===== config.mk =====
export PLATFORM = sky130hd
export DESIGN_NAME = pc_branch_ctrl
export DESIGN_NICKNAME = d
export VERILOG_FILES = /design/src/rtl/pc_branch_ctrl.sv
export SDC_FILE = /design/constraint.sdc
export NUM_CORES = 1
export LEC_CHECK = 0
export CAP_MARGIN = 25
export CORE_ASPECT_RATIO = 0.75
export CORE_MARGIN = 2
export CORE_UTILIZATION = 43
export CTS_CLUSTER_SIZE = 40
export DETAILED_ROUTE_END_ITERATION = 8
export HOLD_SLACK_MARGIN = 0.02
export PLACE_DENSITY = 0.82
export SYNTH_ARGS = -nofsm -noshare
export SYNTH_HDL_FRONTEND = slang
export SYNTH_SLANG_ARGS = --single-unit
export TNS_END_PERCENT = 50

===== constraint.sdc =====
create_clock -name clk -period 4.87 [get_ports clk]
set_input_delay 0.974 -clock clk [delete_from_list [all_inputs] [get_ports clk]]
set_output_delay 0.974 -clock clk [all_outputs]
set_load 0.03 [all_outputs]

===== src/rtl/pc_branch_ctrl.sv =====
// rtl/pc_branch_ctrl.sv - fetch-side jump, load-use, flush and halt control
// Optional feature macro: PC_BRANCH_CTRL_PERF_EN (adds stall_count / jump_count outputs)
module pc_branch_ctrl #(
  parameter int INS_W        = 20,
  parameter int ADDR_W       = 8,
  parameter int FLUSH_CYCLES = 1
) (
  input  logic              clk,
  input  logic              reset,
  input  logic [INS_W-1:0]  ins,
  input  logic              zero_flag,
  input  logic              carry_flag,
  output logic [ADDR_W-1:0] jmp_loc,
  output logic              pc_mux_sel,
  output logic              stall,
  output logic              stall_pm,
  output logic              flush,
`ifdef PC_BRANCH_CTRL_PERF_EN
  output logic [15:0]       stall_count,
  output logic [15:0]       jump_count,
`endif
  output logic              halted
);

  localparam logic [4:0] OP_NOP = 5'b00000;
  localparam logic [4:0] OP_LD  = 5'b10100;
  localparam logic [4:0] OP_JMP = 5'b11000;
  localparam logic [4:0] OP_JZ  = 5'b11001;
  localparam logic [4:0] OP_JC  = 5'b11010;
  localparam logic [4:0] OP_HLT = 5'b11111;

  localparam logic [1:0] FLUSH_LOAD = 2'(FLUSH_CYCLES);

  typedef enum logic [1:0] {
    RUN    = 2'd0,
    FLUSH  = 2'd1,
    LSTALL = 2'd2,
    HALT   = 2'd3
  } state_t;

  state_t state, state_next;

  logic              ld_pending;
  logic [2:0]        ld_rd;
  logic [1:0]        flush_cnt, flush_cnt_next;
  logic [ADDR_W-1:0] jmp_reg;
  logic              ld_set;
  logic              jump_take;

  // Instruction fields
  logic [4:0]        opcode;
  logic [2:0]        rd, rs1, rs2;
  logic [ADDR_W-1:0] target;

  assign opcode = ins[19:15];
  assign rd     = ins[14:12];
  assign rs1    = ins[11:9];
  assign rs2    = ins[8:6];
  assign target = ins[ADDR_W-1:0];

  logic is_ld, is_hlt, is_alu, jump_taken, hazard;

  assign is_ld      = (opcode == OP_LD);
  assign is_hlt     = (opcode == OP_HLT);
  // NOP shares the bit4 = 0 space but has no source operands, so it never stalls
  assign is_alu     = !opcode[4] && (opcode != OP_NOP);
  assign jump_taken = (opcode == OP_JMP) ||
                      ((opcode == OP_JZ) && zero_flag) ||
                      ((opcode == OP_JC) && carry_flag);
  assign hazard     = ld_pending && is_alu && ((rs1 == ld_rd) || (rs2 == ld_rd));

  // Moore outputs decoded from state
  assign flush  = (state == FLUSH);
  assign halted = (state == HALT);

  // State register plus load-tracking, flush counter and last jump target
  always_ff @(posedge clk) begin
    if (!reset) begin
      state      <= RUN;
      ld_pending <= 1'b0;
      ld_rd      <= 3'd0;
      flush_cnt  <= 2'd0;
      jmp_reg    <= '0;
    end else begin
      state      <= state_next;
      flush_cnt  <= flush_cnt_next;
      ld_pending <= ld_set;
      if (ld_set) begin
        ld_rd <= rd;
      end
      if (jump_take) begin
        jmp_reg <= target;
      end
    end
  end

  // Next-state and Mealy outputs; reset forces the fetch controls to idle values
  always_comb begin
    state_next     = state;
    flush_cnt_next = flush_cnt;
    pc_mux_sel     = 1'b1;
    jmp_loc        = jmp_reg;
    stall          = 1'b0;
    stall_pm       = 1'b0;
    ld_set         = 1'b0;
    jump_take      = 1'b0;

    case (state)
      RUN, LSTALL: begin
        if (is_hlt) begin
          // Hold the PC on the HLT so nothing behind it is fetched
          stall      = 1'b1;
          stall_pm   = 1'b1;
          state_next = HALT;
        end else if (jump_taken) begin
          pc_mux_sel     = 1'b0;
          jmp_loc        = target;
          jump_take      = 1'b1;
          state_next     = FLUSH;
          flush_cnt_next = FLUSH_LOAD;
        end else if ((state == RUN) && hazard) begin
          // Replay the consumer once so the load result is available
          stall      = 1'b1;
          stall_pm   = 1'b1;
          state_next = LSTALL;
        end else begin
          ld_set     = is_ld;
          state_next = RUN;
        end
      end
      FLUSH: begin
        if (flush_cnt <= 2'd1) begin
          state_next = RUN;
        end else begin
          flush_cnt_next = flush_cnt - 2'd1;
        end
      end
      HALT: begin
        stall    = 1'b1;
        stall_pm = 1'b1;
      end
      default: begin
        state_next = RUN;
      end
    endcase

    if (!reset) begin
      pc_mux_sel = 1'b1;
      jmp_loc    = '0;
      stall      = 1'b0;
      stall_pm   = 1'b0;
      jump_take  = 1'b0;
      ld_set     = 1'b0;
    end
  end

`ifdef PC_BRANCH_CTRL_PERF_EN
  // Saturating event counters for stalled and redirected fetch cycles
  always_ff @(posedge clk) begin
    if (!reset) begin
      stall_count <= 16'd0;
      jump_count  <= 16'd0;
    end else begin
      if (stall && (state != HALT) && (stall_count != 16'hFFFF)) begin
        stall_count <= stall_count + 16'd1;
      end
      if (jump_take && (jump_count != 16'hFFFF)) begin
        jump_count <= jump_count + 16'd1;
      end
    end
  end
`endif

endmodule


==> impl_metrics.ini, run 1 <==
[status]
status = completed

[worst_setup_path]
crit_fanout = 13
cp-end-kind = output pin
startpoint = ins[15]
startpoint_type = primary input
crit_type = in -> out
critPathCapture = jmp_loc[2]
r2r_setup_slack_ps = 3110
cp_data_arrival_time_ps = 3420
r2r-start = state[0]$_SDFFE_PN0P_
ff2ff_path_depth = 4
r2r-end = jmp_reg[6]$_SDFFE_PN0P_
crit_required_ps = 3900

[pwr]
internal_power_uw = 191
switching_share_pct = 24.9
leakagePower_uw = 0.000438
p_clk_share_pct = 26.2
p_comb_share_pct = 20.8
vdd_drop_max_mv = 0.169
power_uw = 254
seq_power_share_pct = 53.1
power_switching_uw = 63.2
cellPowerDensity_nw_per_um2 = 209

[die]
die_h_um = 42.1
rows = 13
start_util_pct = 47.0
die-area_um2 = 2310
die_x_um = 54.8
ioPinCount = 37
core-area_um2 = 1770

[flow_run]
drv_cap = 0

[grt]
overflow = 0
antenna_found_initial = 0
grt_pass1_vias = 677
grt_start_max_net_pins = 24
track_usage_pct = 16.3
grt_first_pass_wirelength_mm = 2.73

[cells_and_area]
insertedDiodeCount = 0
layout-drive-gt1-share_pct = 7.26
num-nets-final = 151
final_cells = 146
area_growth_pct = 45.6
final_area_um2 = 1210
largest_reg_flops = 8
utilization_pct = 68.5

[clock_tree]
clkTransAtPathRegs_ps = 80
cts_root_buf = clkbuf_4
postCtsHoldBufs = 0
cts_tree = built
cts_buffer_depth = 2
cts-resized-gates = 0
postCtsSetupRepairBufs = 0
cts.sinks = 16
cts.htree.levels = 1
cts_buffers = 3
clkLatencyLatePin_ps = 280

[timing]
finalCritPeriodShare_pct = 90.2
slew_headroom_pct = 49.7
clock.fmax_ghz = 0.228
hold_viol = 0
tightest_slew_ps = 752
fin_tns_setup_ps = 0
setup_viol = 0
skew_ps = 2.02
final-max-slew-violation-count = 0
fin_crit_ps = 4390
rsz0062_at_grt = false

[synthesis]
yosys_warnings = 0
synth_nets = 114
synth-seq-area-share_pct = 38.4
syn_area_um2 = 833
synth-seq-cells = 16
synthCells = 89
synthDistinctLibCells = 26
syn_avg_cell_area_um2 = 9.36

[drt]
first_iter_violations = 7
vias_per_cell = 4.99
drt_pass1_iterations = 3
post-route-drc-count = 0
via_count = 729
ant_nets = 0
routed_wirelength_mm = 1.79
post_drt_wl_per_cell_um = 12.2

[place]
place_area_um2 = 1190
place_congestion = 0.710
io_buffers = 36
post-place-cells = 143
dpl.hpwl_mm = 1.40

[min_path]
worstHoldPathType = reg -> reg
==> cell usage after synthesis <==
cell type | n | area [um^2]
nor2_1 | 20 | 75.1
dfxtp_1 | 16 | 320
mux2i_1 | 11 | 110
nor3_1 | 6 | 30.0
xor2_1 | 6 | 52.6
nor4_1 | 5 | 31.3
inv_1 | 3 | 11.3
clkbuf_1 | 2 | 7.51
nand2_1 | 2 | 7.51
nand2b_1 | 2 | 12.5
a2111oi_0 | 1 | 8.76
a211oi_1 | 1 | 7.51
a211oi_4 | 1 | 20.0
and2_1 | 1 | 6.26
buf_4 | 1 | 7.51
buf_8 | 1 | 15.0
ha_1 | 1 | 12.5
nand2b_4 | 1 | 13.8
nand3_1 | 1 | 5.00
nand4b_1 | 1 | 8.76
nand4bb_2 | 1 | 16.3
nor2b_2 | 1 | 8.76
nor4_4 | 1 | 21.3
o21ai_0 | 1 | 5.00
o21bai_1 | 1 | 7.51
o221a_2 | 1 | 11.3
==> worst min path at each step <==
stage / end / slack [ps] / cells past startpoint / start
finish: flush_cnt[0]$_SDFFE_PN0P_ / 490 / 1 / flush_cnt[0]$_SDFFE_PN0P_
detailed placement: flush_cnt[0]$_SDFFE_PN0P_ / 470 / 1 / flush_cnt[0]$_SDFFE_PN0P_
global placement: jmp_reg[6]$_SDFFE_PN0P_ / 470 / 2 / jmp_reg[6]$_SDFFE_PN0P_
global route: jmp_reg[3]$_SDFFE_PN0P_ / 510 / 2 / jmp_reg[3]$_SDFFE_PN0P_
floorplan: flush_cnt[0]$_SDFFE_PN0P_ / 450 / 1 / flush_cnt[0]$_SDFFE_PN0P_
CTS: flush_cnt[0]$_SDFFE_PN0P_ / 490 / 1 / flush_cnt[0]$_SDFFE_PN0P_
==> layout make-up <==
class,instances,area (um^2)
repair buffers,36,360
multi-input cells,66,472
inverters,3,11.3
flip-flops and latches,16,320
well taps,22,27.5
clock buffers,3,22.5
fillers,148,559
==> critical path, cell delays in order <==
cell and delay (ps):
clkdlybuf4s50_1 510, nor2b_2 230, a211oi_4 650, mux2i_1 210, nor2_1 140, clkdlybuf4s50_1 700
==> logic make-up (layout without fill, tap and decap cells) <==
kind of cell | Yosys count | after routing | share of synthesized area, %
adders and majority gates | 1 | 1 | 1.50
xor gates and xnor gates | 6 | 6 | 6.31
DFF | 16 | 16 | 38.4
buffers and inverters | 7 | 42 | 4.96
AOI/OAI and AO/OA | 6 | 6 | 7.21
muxes | 11 | 11 | 13.2
and+or+nand+nor | 42 | 42 | 28.4
==> per-stage QoR <==
stage | worst slack [ps] | hold slack (ps)
after floorplan | 1140 | 450
final | 477 | 489
after global routing | 348 | 514
after detailed placement | 494 | 473
after global placement | 552 | 469
after CTS | 477 | 486
==> power groups by stage <==
stage	clock (uW)	combinational, uW	sequential [uW]
finish	66.4	52.8	135
global route	74.0	56.5	135
CTS	69.1	52.9	135
detailed placement	0	52.7	138
global placement	0	51.9	138
floorplan	0	24.1	137
==> cell usage in the layout, fill, tap and decap left out <==
cell,count
nor4_1,5
ha_1,1
nor2_1,20
o21bai_1,1
mux2i_1,11
and2_1,1
nand4b_1,1
xor2_1,6
nand2b_1,2
o21ai_0,1
a211oi_4,1
clkbuf_4,3
inv_1,3
nor4_4,1
nand4bb_2,1
a2111oi_0,1
nand2b_4,1
nand3_1,1
o221a_2,1
nor2b_2,1
dfxtp_1,16
nand2_1,2
a211oi_1,1
clkdlybuf4s50_1,36
nor3_1,6
==> metal layers <==
metal  up-vias  part of all wire [%]  wire length, um  track usage, %
met2        29                    43              771            26.2
met5         -                     0                0               0
li1        382                     -                -               -
met3         0                   8.2              147            7.14
met1       318                    49              866            19.9
met4         0                     0                0            3.00
Note: power is estimated with default switching activity, not from simulation.
==> inputs of run 2 (changes only) <==
- CORE_MARGIN: 2 -> unset
- HOLD_SLACK_MARGIN: 0.02 -> unset
==> run 2 against run 1 <==
Against the previous run:
- first-iteration DRC count fell by 14%
- total power up 1.3%
- critical path type unchanged
- sequential power barely moved
- sequential cell count unchanged
- clock power grew 5.1%
- via count up 2.7%
- combinational power about the same
- register-to-register slack is essentially flat
==> impl_metrics.ini, run 2 (synthesis results as in run 1) <==
[timing]
hold_viol = 0
rsz0062_at_grt = false
fin_tns_setup_ps = 0
fin_crit_ps = 4400
slew_headroom_pct = 49.7
setup_viol = 0
tightest_slew_ps = 751
final-max-slew-violation-count = 0
skew_ps = 2.66
clock.fmax_ghz = 0.227
finalCritPeriodShare_pct = 90.4

[clock_tree]
postCtsHoldBufs = 0
clkLatencyLatePin_ps = 280
cts_buffer_depth = 2
cts.sinks = 16
cts_tree = built
clkTransAtPathRegs_ps = 90
cts_buffers = 3
cts_root_buf = clkbuf_4
cts-resized-gates = 0
postCtsSetupRepairBufs = 0
cts.htree.levels = 1

[drt]
post-route-drc-count = 0
ant_nets = 0
drt_pass1_iterations = 4
vias_per_cell = 5.13
post_drt_wl_per_cell_um = 12.4
routed_wirelength_mm = 1.81
via_count = 749
first_iter_violations = 6

[pwr]
vdd_drop_max_mv = 0.180
seq_power_share_pct = 52.4
p_comb_share_pct = 20.4
leakagePower_uw = 0.000438
power_uw = 257
switching_share_pct = 25.9
internal_power_uw = 191
cellPowerDensity_nw_per_um2 = 212
power_switching_uw = 66.6
p_clk_share_pct = 27.1

[grt]
antenna_found_initial = 0
grt_first_pass_wirelength_mm = 2.84
grt_pass1_vias = 672
grtUsageMet3_pct = 4.55
busiest_layer = met2
grt_util_met1_pct = 23.9
overflow = 0
grt_start_max_net_pins = 24
use_met2_pct = 32.0
track_usage_pct = 19.0

[cells_and_area]
regArea_um2 = 320
fillers = 153
mostFrequentLayoutCells = clkdlybuf4s50_1, nor2_1, dfxtp_1
area_growth_pct = 45.6
multiInputGateArea_um2 = 472
layout-drive-gt1-share_pct = 7.26
num-nets-final = 151
insertedDiodeCount = 0
largest_reg_flops = 8
layout_commonest_cell = clkdlybuf4s50_1

[die]
core-area_um2 = 1770
die_h_um = 40.1
start_util_pct = 47.0
die_x_um = 52.8
ioPinCount = 37
rows = 13
die-area_um2 = 2120

[place]
place_congestion = 0.738
dpl.hpwl_mm = 1.36
io_buffers = 36

[worst_setup_path]
crit_fanout = 13
crit_chain = clkdlybuf4s50_1 -> nand4bb_2 -> a211oi_4 -> mux2i_1 -> nor2_1 -> clkdlybuf4s50_1
path_common_cell = clkdlybuf4s50_1
crit_type = in -> out
cp_data_arrival_time_ps = 3430
crit_family = buffers and inverters
crit_required_ps = 3900
cp-end-kind = output pin
critPathMaxStageDelay_ps = 690
slowest_stage = clkdlybuf4s50_1
path_buf_inv = 2
startpoint_type = primary input

[flow_run]
drv_cap = 0

[status]
status = completed

[min_path]
worstHoldPathType = reg -> reg
-- run 2: cell type report --
| type | instances | share of cell area [%] |
|---|---|---|
| well taps | 22 | 2.27 |
| repair buffers | 36 | 29.7 |
| multi-input cells | 66 | 38.9 |
| inverters | 3 | 0.928 |
| flip-flops and latches | 16 | 26.4 |
| clock buffers | 3 | 1.86 |
-- run 2: final timing paths --
path                                  start                   endpoint  slack, ps  depth (start not counted)
hold reg to reg   flush_cnt[0]$_SDFFE_PN0P_  flush_cnt[0]$_SDFFE_PN0P_        490                          1
setup / recovery                    ins[17]                 jmp_loc[3]        470                          6
hold / removal    flush_cnt[0]$_SDFFE_PN0P_  flush_cnt[0]$_SDFFE_PN0P_        490                          1
setup reg to reg      state[0]$_SDFFE_PN0P_    jmp_reg[3]$_SDFFE_PN0P_       3100                          4
-- run 2: power groups by stage --
stage | clock network [uW] | logic [uW] | registers (uW)
2_1_floorplan | 0 | 24.1 | 137
3_3_place_gp | 0 | 51.7 | 138
3_5_place_dp | 0 | 52.5 | 138
4_1_cts | 72.2 | 52.9 | 135
5_1_grt | 78.7 | 56.9 | 135
6_report | 69.8 | 52.6 | 135
-- run 2: through the flow --
stage	area (um^2)	hold slack (ps)	worst slack, ps	std cells	util [%]
6_report	1210	491	468	146	68.5
5_1_grt	1210	519	317	146	68.5
4_1_cts	1210	500	475	146	68.5
3_5_place_dp	1190	478	492	143	67.2
3_3_place_gp	1190	468	544	143	67.2
2_1_floorplan	833	450	1140	89	-
-- run 2: worst reg2reg max path, cell delays in order (launching register included) --
cell,delay (ps)
dfxtp_1,360
nand4bb_2,260
a211oi_4,620
mux2i_1,320
nor2_1,70
-- run 2: routing by layer --
| metal | vias to the layer above | part of all wire (%) |
|---|---|---|
| met2 | 29 | 44 |
| met3 | 4 | 6.9 |
| li1 | 383 | - |
| met1 | 333 | 48 |
| met5 | - | 0 |
| met4 | 0 | 0.94 |
